File: src/rtl/mont_mul_cios.sv
// mont_mul_cios: word-serial CIOS Montgomery multiplier, M = A*B*R^-1 mod N with R = 2^(32*WORDS)
// Ports:
//   clk, rst_n              clock, synchronous active-low reset
//   start, sqr, n0_inv      operation request; square mode and -N^-1 mod 2^32 sampled with start
//   lsu_ren/lsu_wen         LSU read/write request, lsu_type fixed DATA_WORD
//   lsu_addr_offset         byte offset of current word (word_index*4)
//   lsu_done, lsu_rdata     LSU access completion and read data; lsu_wdata write data
//   op_address_sel          base select 0=A 1=B 2=N 3=result
//   result, done            final M (held until the next completion) and one-cycle completion pulse
// Build option: define MONT_MUL_FINAL_SUB_EN to add the CLEANUP final subtraction (result in [0,N));
// without it the result lies in [0,2N).
module mont_mul_cios #(
  parameter int WORDS = 4
) (
  input  logic                clk,
  input  logic                rst_n,
  input  logic                start,
  input  logic                sqr,
  input  logic [31:0]         n0_inv,
  output logic                lsu_ren,
  output logic                lsu_wen,
  output logic [1:0]          lsu_type,
  output logic [31:0]         lsu_addr_offset,
  input  logic                lsu_done,
  input  logic [31:0]         lsu_rdata,
  output logic [31:0]         lsu_wdata,
  output logic [1:0]          op_address_sel,
  output logic [32*WORDS-1:0] result,
  output logic                done
);
  localparam int BITS = 32 * WORDS;
  localparam int CW = $clog2(WORDS);
  localparam logic [1:0] DATA_WORD = 2'd2;
  localparam logic [CW-1:0] LAST = CW'(WORDS - 1);
  typedef enum logic [2:0] {IDLE, PREPARE, FETCH, MUL_AB, CALC_M, RED, CLEANUP, WRITE} state_t;
`ifdef MONT_MUL_FINAL_SUB_EN
  localparam state_t POST_RED = CLEANUP;
`else
  localparam state_t POST_RED = WRITE;
`endif
  state_t state, nxt;
  logic [CW-1:0] i, j, jm1;
  logic [1:0] phase;
  logic [31:0] a [WORDS];
  logic [31:0] b [WORDS];
  logic [31:0] n [WORDS];
  logic [31:0] t [WORDS];
  logic [31:0] t_w, t_w1, m, c, n0, bi, mul_x, mul_y, offs;
  logic sqr_r, last_j, last_i;
  logic [63:0] acc, mac;
  logic [32:0] red_top;
  logic [BITS-1:0] t_flat;
  assign lsu_type = DATA_WORD;
  assign last_j = j == LAST;
  assign last_i = i == LAST;
  assign jm1 = j - 1'b1;
  assign offs = {{(30 - CW){1'b0}}, j, 2'b00};
  assign bi = sqr_r ? a[i] : b[i];
  // One shared 32x32+32+32 MAC: A[j]*B[i] in MUL_AB, m*N[j] in RED, T[0]*n0_inv in CALC_M
  assign mul_x = state == MUL_AB ? a[j] : state == RED ? m : t[0];
  assign mul_y = state == MUL_AB ? bi : state == RED ? n[j] : n0;
  assign acc = (state == MUL_AB || state == RED) ? {32'b0, t[j]} + {32'b0, c} : 64'b0;
  assign mac = {32'b0, mul_x} * {32'b0, mul_y} + acc;
  assign red_top = {1'b0, t_w} + {1'b0, mac[63:32]};
  always_comb begin
    t_flat = '0;
    for (int k = 0; k < WORDS; k++) t_flat[32*k +: 32] = t[k];
  end
`ifdef MONT_MUL_FINAL_SUB_EN
  logic [BITS-1:0] n_flat;
  logic [BITS+64:0] diff;
  always_comb begin
    n_flat = '0;
    for (int k = 0; k < WORDS; k++) n_flat[32*k +: 32] = n[k];
  end
  // Top bit is the borrow: clear means T >= N (this includes T[W] != 0)
  assign diff = {1'b0, t_w1, t_w, t_flat} - {65'b0, n_flat};
`endif
  always_ff @(posedge clk) begin
    if (!rst_n) state <= IDLE;
    else state <= nxt;
  end
  always_comb begin
    nxt = state;
    lsu_ren = 1'b0;
    lsu_wen = 1'b0;
    op_address_sel = 2'd0;
    lsu_addr_offset = 32'd0;
    lsu_wdata = 32'd0;
    case (state)
      IDLE: nxt = (start && !done) ? PREPARE : IDLE;
      PREPARE: nxt = FETCH;
      FETCH: begin
        lsu_ren = 1'b1;
        op_address_sel = phase;
        lsu_addr_offset = offs;
        nxt = (lsu_done && last_j && phase == 2'd2) ? MUL_AB : FETCH;
      end
      MUL_AB: nxt = last_j ? CALC_M : MUL_AB;
      CALC_M: nxt = RED;
      RED: nxt = !last_j ? RED : !last_i ? MUL_AB : POST_RED;
`ifdef MONT_MUL_FINAL_SUB_EN
      CLEANUP: nxt = WRITE;
`endif
      WRITE: begin
        lsu_wen = 1'b1;
        op_address_sel = 2'd3;
        lsu_addr_offset = offs;
        lsu_wdata = t[j];
        nxt = (lsu_done && last_j) ? IDLE : WRITE;
      end
      default: nxt = IDLE;
    endcase
  end
  always_ff @(posedge clk) begin
    if (!rst_n) begin
      for (int k = 0; k < WORDS; k++) begin
        a[k] <= '0;
        b[k] <= '0;
        n[k] <= '0;
        t[k] <= '0;
      end
      t_w <= '0;
      t_w1 <= '0;
      m <= '0;
      c <= '0;
      n0 <= '0;
      sqr_r <= 1'b0;
      i <= '0;
      j <= '0;
      phase <= '0;
      result <= '0;
      done <= 1'b0;
    end else begin
      done <= 1'b0;
      case (state)
        IDLE: if (start && !done) begin
          sqr_r <= sqr;
          n0 <= n0_inv;
        end
        PREPARE: begin
          for (int k = 0; k < WORDS; k++) t[k] <= '0;
          t_w <= '0;
          t_w1 <= '0;
          m <= '0;
          c <= '0;
          i <= '0;
          j <= '0;
          phase <= '0;
        end
        FETCH: if (lsu_done) begin
          if (phase == 2'd0) a[j] <= lsu_rdata;
          else if (phase == 2'd1) b[j] <= lsu_rdata;
          else n[j] <= lsu_rdata;
          j <= last_j ? '0 : j + 1'b1;
          if (last_j) phase <= (phase == 2'd0 && !sqr_r) ? 2'd1 : 2'd2;
        end
        MUL_AB: begin
          t[j] <= mac[31:0];
          if (last_j) begin
            {t_w1, t_w} <= {t_w1, t_w} + {32'b0, mac[63:32]};
            c <= '0;
            j <= '0;
          end else begin
            c <= mac[63:32];
            j <= j + 1'b1;
          end
        end
        CALC_M: m <= mac[31:0];
        RED: begin
          // Word 0 of the sum is zero by choice of m; the rest shift down one word
          if (j != '0) t[jm1] <= mac[31:0];
          if (last_j) begin
            t[LAST] <= red_top[31:0];
            t_w <= t_w1 + {31'b0, red_top[32]};
            t_w1 <= '0;
            c <= '0;
            j <= '0;
            i <= last_i ? '0 : i + 1'b1;
          end else begin
            c <= mac[63:32];
            j <= j + 1'b1;
          end
        end
`ifdef MONT_MUL_FINAL_SUB_EN
        CLEANUP: if (!diff[BITS+64]) begin
          for (int k = 0; k < WORDS; k++) t[k] <= diff[32*k +: 32];
          t_w <= diff[BITS +: 32];
          t_w1 <= diff[BITS+32 +: 32];
        end
`endif
        WRITE: if (lsu_done) begin
          if (last_j) begin
            j <= '0;
            done <= 1'b1;
            result <= t_flat;
          end else j <= j + 1'b1;
        end
        default: ;
      endcase
    end
  end
endmodule

File: config.mk
export PLATFORM = sky130hd
export DESIGN_NAME = mont_mul_cios
export DESIGN_NICKNAME = d
export VERILOG_FILES = /design/src/rtl/mont_mul_cios.sv
export SDC_FILE = /design/constraint.sdc
export NUM_CORES = 2
export LEC_CHECK = 0
export CAP_MARGIN = 30
export CORE_MARGIN = 8
export CORE_UTILIZATION = 60
export CTS_CLUSTER_SIZE = 25
export DETAILED_ROUTE_END_ITERATION = 6
export GPL_TIMING_DRIVEN = 0
export PLACE_DENSITY_LB_ADDON = 0.15
export SLEW_MARGIN = 40
export SYNTH_ARGS = -nofsm -noshare
export SYNTH_HDL_FRONTEND = slang
export SYNTH_SLANG_ARGS = --single-unit
export TNS_END_PERCENT = 30
File: constraint.sdc
create_clock -name clk -period 15.4 [get_ports clk]
set_input_delay 3.08 -clock clk [delete_from_list [all_inputs] [get_ports clk]]
set_output_delay 3.08 -clock clk [all_outputs]
set_load 0.05 [all_outputs]
; ---- Yosys cells after proc, flatten, opt, wreduce, memory -nomap -nowiden
; Memories as Yosys holds them, arrays and structs flattened. A register that Yosys moved wholly into a read port is not among the register bits.
; Cells that the tools add are included.
[word_totals]
output_inout_bits = 199
regBits = 299
ramBits = 512
elab_cells = 177
mem_count = 4
[mem_list]
columns = memory, words, word_bits, rd, rd_clocked_by_memory_dff, write_ports, line_no
row1 = a, 4, 32, 2, 2, 4, 44  ; logic [31:0] a [WORDS];
row2 = b, 4, 32, 1, 1, 4, 45  ; logic [31:0] b [WORDS];
row3 = n, 4, 32, 1, 1, 4, 46  ; logic [31:0] n [WORDS];
row4 = t, 4, 32, 5, 4, 4, 47  ; logic [31:0] t [WORDS];
[classes]
bitwise = 5
n_mul = 1
addsub = 8
eq_ne = 15
n_mux = 99
reduce_logical = 33
[op_table]
columns = cell, count
row1 = two-way mux 32 bit, 21
row2 = one-hot mux 32 bit (3 select lines), 2
row3 = OR reduction 32 bit, 5
row4 = one-hot mux 32 bit (2 select lines), 2
row5 = adder 32 x 32 -> 33 bit, 2
row6 = adder 64 x 32 -> 64 bit, 1
row7 = adder 64 x 33 -> 64 bit, 1
row8 = multiplier 32 x 32 -> 64 bit, 1
row9 = two-way mux 2 bit, 22
row10 = two-way mux 1 bit, 41
row11 = two-way mux 33 bit, 1
row12 = adder 32 x 1 -> 32 bit, 1
row13 = one-hot mux 3 bit (7 select lines), 1
row14 = two-way mux 3 bit, 4
row15 = one-hot mux 2 bit (2 select lines), 3
row16 = AND reduction 3 bit, 4
row17 = nonzero test 2 bit, 5
row18 = equality test 3 bit (second input constant), 3
row19 = != test 2 bit (second input constant), 4
row20 = equality test 2 bit (second input constant), 3
row21 = equality test 3 x 2 -> 1 bit (second input constant), 2
row22 = one-hot mux 2 bit (3 select lines), 1
row23 = AND reduction 2 bit, 3
row24 = nonzero test 3 bit, 2
row25 = other kinds (13), 26

; ---- Logic depth before layout (Yosys ltp)
[depth]
word_depth = 9
mapped_depth = 62
ltp_nobuf = 55

; ---- Least setup slack after synthesis
; Ideal clock, no wire load.
[synth_timing]
kind = register to register
startpoint = register (tool-made name)
endpoint = register t_w[29]
t_required_ns = 15.281
path_buffers = 5
path_stages_with_launch = 56
arrival_time_ns = 14.057
path_slack_ns = 1.224
path_cell_list = dfxtp_1 -> clkbuf_1 -> buf_2 -> buf_2 -> buf_1 -> mux4_2 -> fa_1 -> a211oi_1 -> nor2_1 -> a31oi_1 -> a21oi_1 -> o21ai_1 -> nand2_1 -> o41ai_1 -> o21ai_1 -> mux2i_1 -> fa_1 -> fa_1 -> (+20 left out) -> ha_1 -> clkbuf_1 -> nand4_1 -> or2_0 -> or2_1 -> o211ai_1 -> nand2_1 -> inv_1 -> ha_1 -> nand3_1 -> nor4_1 -> and2_1 -> nand2_1 -> xor2_1 -> nor2_1 -> or4_1 -> mux2i_1 -> nor3_1
[synth_lines]
columns = element, line_no
row1 = end signal: assignment, 161  ; {t_w1, t_w} <= {t_w1, t_w} + {32'b0, mac[63:32]};
row2 = end signal: assignment, 175  ; t_w <= t_w1 + {31'b0, red_top[32]};
row3 = end: declaration, 48  ; logic [31:0] t_w, t_w1, m, c, n0, bi, mul_x, mul_y, offs;

; ---- Worst setup path after layout
[layout_timing]
startpoint = register state[0]
endpoint = register t_w[29]
[layout_between]
elab_chain_len = 9
[layout_lines]
columns = element, line_no
row1 = start: declaration, 41  ; state_t state, nxt;
row2 = start signal: assignment, 81  ; else state <= nxt;
row3 = equality test 3 bit, --
row4 = "two-way mux 32 bit, on equally long branches (2 in series)", "60, 61"
row5 = multiplier 32 x 32 -> 64 bit, 63  ; assign mac = {32'b0, mul_x} * {32'b0, mul_y} + acc;
row6 = adder 64 x 33 -> 64 bit, 63
row7 = adder 32 x 32 -> 33 bit, 64  ; assign red_top = {1'b0, t_w} + {1'b0, mac[63:32]};
row8 = adder 32 x 1 -> 32 bit, 175
row9 = two-way mux 32 bit, 173  ; if (last_j) begin
row10 = one-hot mux 32 bit (3 select lines), 136  ; case (state)
; Parallel ways exist; a longest one is shown, timed or not. The select of a mux whose other input is x is not followed.
; A chain may end at the register's enable or synchronous reset.

==> results.txt <==
Status: finished with violations
Failing checks: design-rule violations
Post-DRT Antenna Nets: 0
Critical path endpoint: t_w[29]
CTS tree: built
Crit path max-delay cell type: xnor2_2
Bufs on Longest Clock Path: 3
Pint: 5.74 mW
Worst setup SP type: flop
Syn_area_per_cell: 9.71 µm²
WL final: 290000 µm
Critical path fanouts, max: 10
Switching share of power: 51.7%
Clock share of power: 17.2%
Total grt overflow: 0
Post-Syn Area: 73300 µm²
Slew HR: 31.3%
Required @ worst endpoint: 15.94 ns
Post-synth top area share: 25.4%
Global-route wire length before repair: 413000 µm
Final Skew: 0.0300 ns
Crit path from: state[0]
Initial Util: 60.3%
IO buf count: 233
Combinational share of power: 62.0%
Most frequent cells in the layout: nand2_1 (1358), inv_1 (1029), fa_1 (931)
Die Y: 366 µm
Sequential share of power: 20.8%
Crit path kind: flop to flop
Post-Syn Instances: 7548
Asr flop ratio synth: 0%
Non-filler cells, final: 9644
Layout area overhead: 12.8%
CTS clk-pin slew, worst paths: 0.07 ns
Reg-to-reg critical path endpoint: t_w[29]
Die ar.: 134000 µm²
Vias per inst: 6.33
GPL Wtd Cong: 1.04
Root buf cell: clkbuf_16
Pwr/cell area: 144 nW/µm²
Synth warn: 0
Cells after DPL: 9469
Dominant synthesized flop cell: edfxtp_1
Final setup fails: 0
Crit path capture type: flop
Worst path arrival time: 15.66 ns
Layout cell share with drive strength beyond 1: 8.75%
Commonest non-fill, non-tap cell in the layout: nand2_1
Pwr Total: 11.9 mW
Setup slack, reg-to-reg: 0.29 ns
Final net count: 9270
Die Width: 366 µm
Finished Core Util: 68.0%
Vias in the first global route: 60993
#FFs+latches synth: 815
Largest net degree at the start of global routing: 33
Crit path buf inv count: 14
CTS sink cnt: 815
EDFF count, synth: 512
Count of final hold-check violations: 0
Crit-path max cell delay: 0.68 ns
Num rows: 128
Gr usage total: 43.2%
Ports: 268
Synth cell types: 77
Delay-heaviest family, CP: adder cells
Crit share post-route: 98.1%
Crit path time final: 15.11 ns
Worst-margin pin slew: 1.03 ns
DR WL/cell: 30.0 µm
P_leak: 34.3 nW
Maximum vdd drop: 241 µV
FF-to-FF Start: state[0]
RSZ-0062 raised after global routing: no
1st-iter DRT viols: 7934
Max-slew violations: 0
Sw Pwr: 6.14 mW
Cts bufs inserted: 79
Insertion delay to the later sink of the worst-skew pair: 0.68 ns
DRC: 5
Via count: 61068
Core Area: 122000 µm²
Type of the most critical hold path: flop to flop
Hpwl dp: 235000 µm
Seq/Total Area, Yosys: 29.3%
Max_cap viols: 0
R2R cell count: 54
F_max: 66.2 MHz
Levels on crit path: 54
Synth area leader: fa_1
CTS HTree Levels: 3
Pre-Repair DR Iteration Count: 6
Initial antenna violation count: 29
Ranking of synthesized cells by area: fa_1 (25%), edfxtp_1 (21%), dfxtp_1 (8.3%), nand2_1 (7.0%), ha_1 (5.7%)
==> registers in the layout, indices dropped and copies added (netlist names), 3 cells and up, named ones only <==
name,count
n,128
t_w1,32
n0,32
b,128
a,128
c,32
m,32
result,128
t_w,32
t,128
state,3
==> cell type report <==
cell class | instances | area (µm²)
multi-input combinational | 5178 | 47100
antenna | 17 | 42.5
timing repair buffer | 294 | 3170
fill | 9758 | 38900
tap | 1625 | 2030
inverter | 1045 | 3920
sequential | 815 | 21400
clock buffer | 105 | 2230
clock inverter | 40 | 429
buffer | 525 | 2330
==> worst min-delay path by stage <==
stage / slack, ns / depth (start not counted) / to / from
6_report: 0.46 / 2 / result[48] / result[48]
5_1_grt: 0.47 / 2 / result[103] / result[103]
4_1_cts: 0.45 / 2 / result[53] / result[53]
3_5_place_dp: 0.45 / 2 / result[53] / result[53]
3_3_place_gp: 0.44 / 2 / n0[2] / n0[2]
2_1_floorplan: 0.43 / 2 / c[24] / c[24]
==> cells in the mapped netlist (all sizes together) (21+ instances only) <==
library cell / instances
dfxtp: 303
o21ai: 150
o22ai: 36
mux2i: 43
ha: 332
a21oi: 340
mux4: 160
o31ai: 21
a22oi: 40
and3: 58
clkbuf: 450
nand4: 48
xnor2: 83
nor2: 398
a21o: 72
inv: 1044
and2: 536
nand2: 1365
a31oi: 42
xor2: 75
nor2b: 38
o21bai: 26
nand3: 70
buf: 90
fa: 931
o221ai: 28
a22o: 25
edfxtp: 512
nor3: 39
==> kinds of logic (layout without fill, tap and decap cells) <==
group	Yosys count	count (layout)	share of synthesized area, %
AND/OR/NAND/NOR	2628	2628	16.3
buffers and inverters	1585	2009	8.35
adder cells (fa/ha/maj)	1263	1263	31.1
AO/OA/AOI/OAI	891	891	7.58
flip-flops	815	815	29.3
multiplexers	206	206	5.55
XOR/XNOR	158	158	1.89
other	2	49	0.0102
==> power groups by stage <==
stage / Combinational, mW / Sequential, mW / Clock, mW
6_report: 7.37 / 2.47 / 2.04
5_1_grt: 7.56 / 2.47 / 2.11
4_1_cts: 6.80 / 2.46 / 2.03
3_5_place_dp: 6.55 / 2.51 / 0
3_3_place_gp: 6.34 / 2.51 / 0
2_1_floorplan: 3.60 / 2.47 / 0
==> repair_timing <==
item / CTS / global route
resized for setup: 59 / 61
pin swaps: 4 / 10
endpoints found under the setup margin: 88 / 30
hold buffers: 0 / 0
setup buffers: 8 / 14
==> routing by layer <==
layer,vias up,track usage [%],share of wire (%)
met2,4433,66.6,45
met4,24,33.2,9.7
met3,1322,12.7,12
li1,25016,-,-
met5,-,0,0.060
met1,30273,51.0,33
==> stage by stage <==
| stage | setup TNS, ns | worst slack, ns | area [µm²] | hold WS, ns |
|---|---|---|---|---|
| finish | 0 | 0.289 | 82700 | 0.455 |
| global route | 0 | 0.000293 | 82600 | 0.474 |
| CTS | 0 | 0.00719 | 82200 | 0.455 |
| detailed placement | -121.66 | -3.36 | 79100 | 0.446 |
| global placement | -173.86 | -3.78 | 77800 | 0.443 |
| floorplan | 0 | 1.22 | 73400 | 0.432 |
==> tightest hold or removal path: cells and delay by family (launching register included) <==
| family | cells | cell delay, ns |
|---|---|---|
| AO/OA/AOI/OAI | 1 | 0.05 |
| AND/OR/NAND/NOR | 1 | 0.05 |
| flip-flops | 1 | 0.31 |
(Power assumes the default switching activity.)
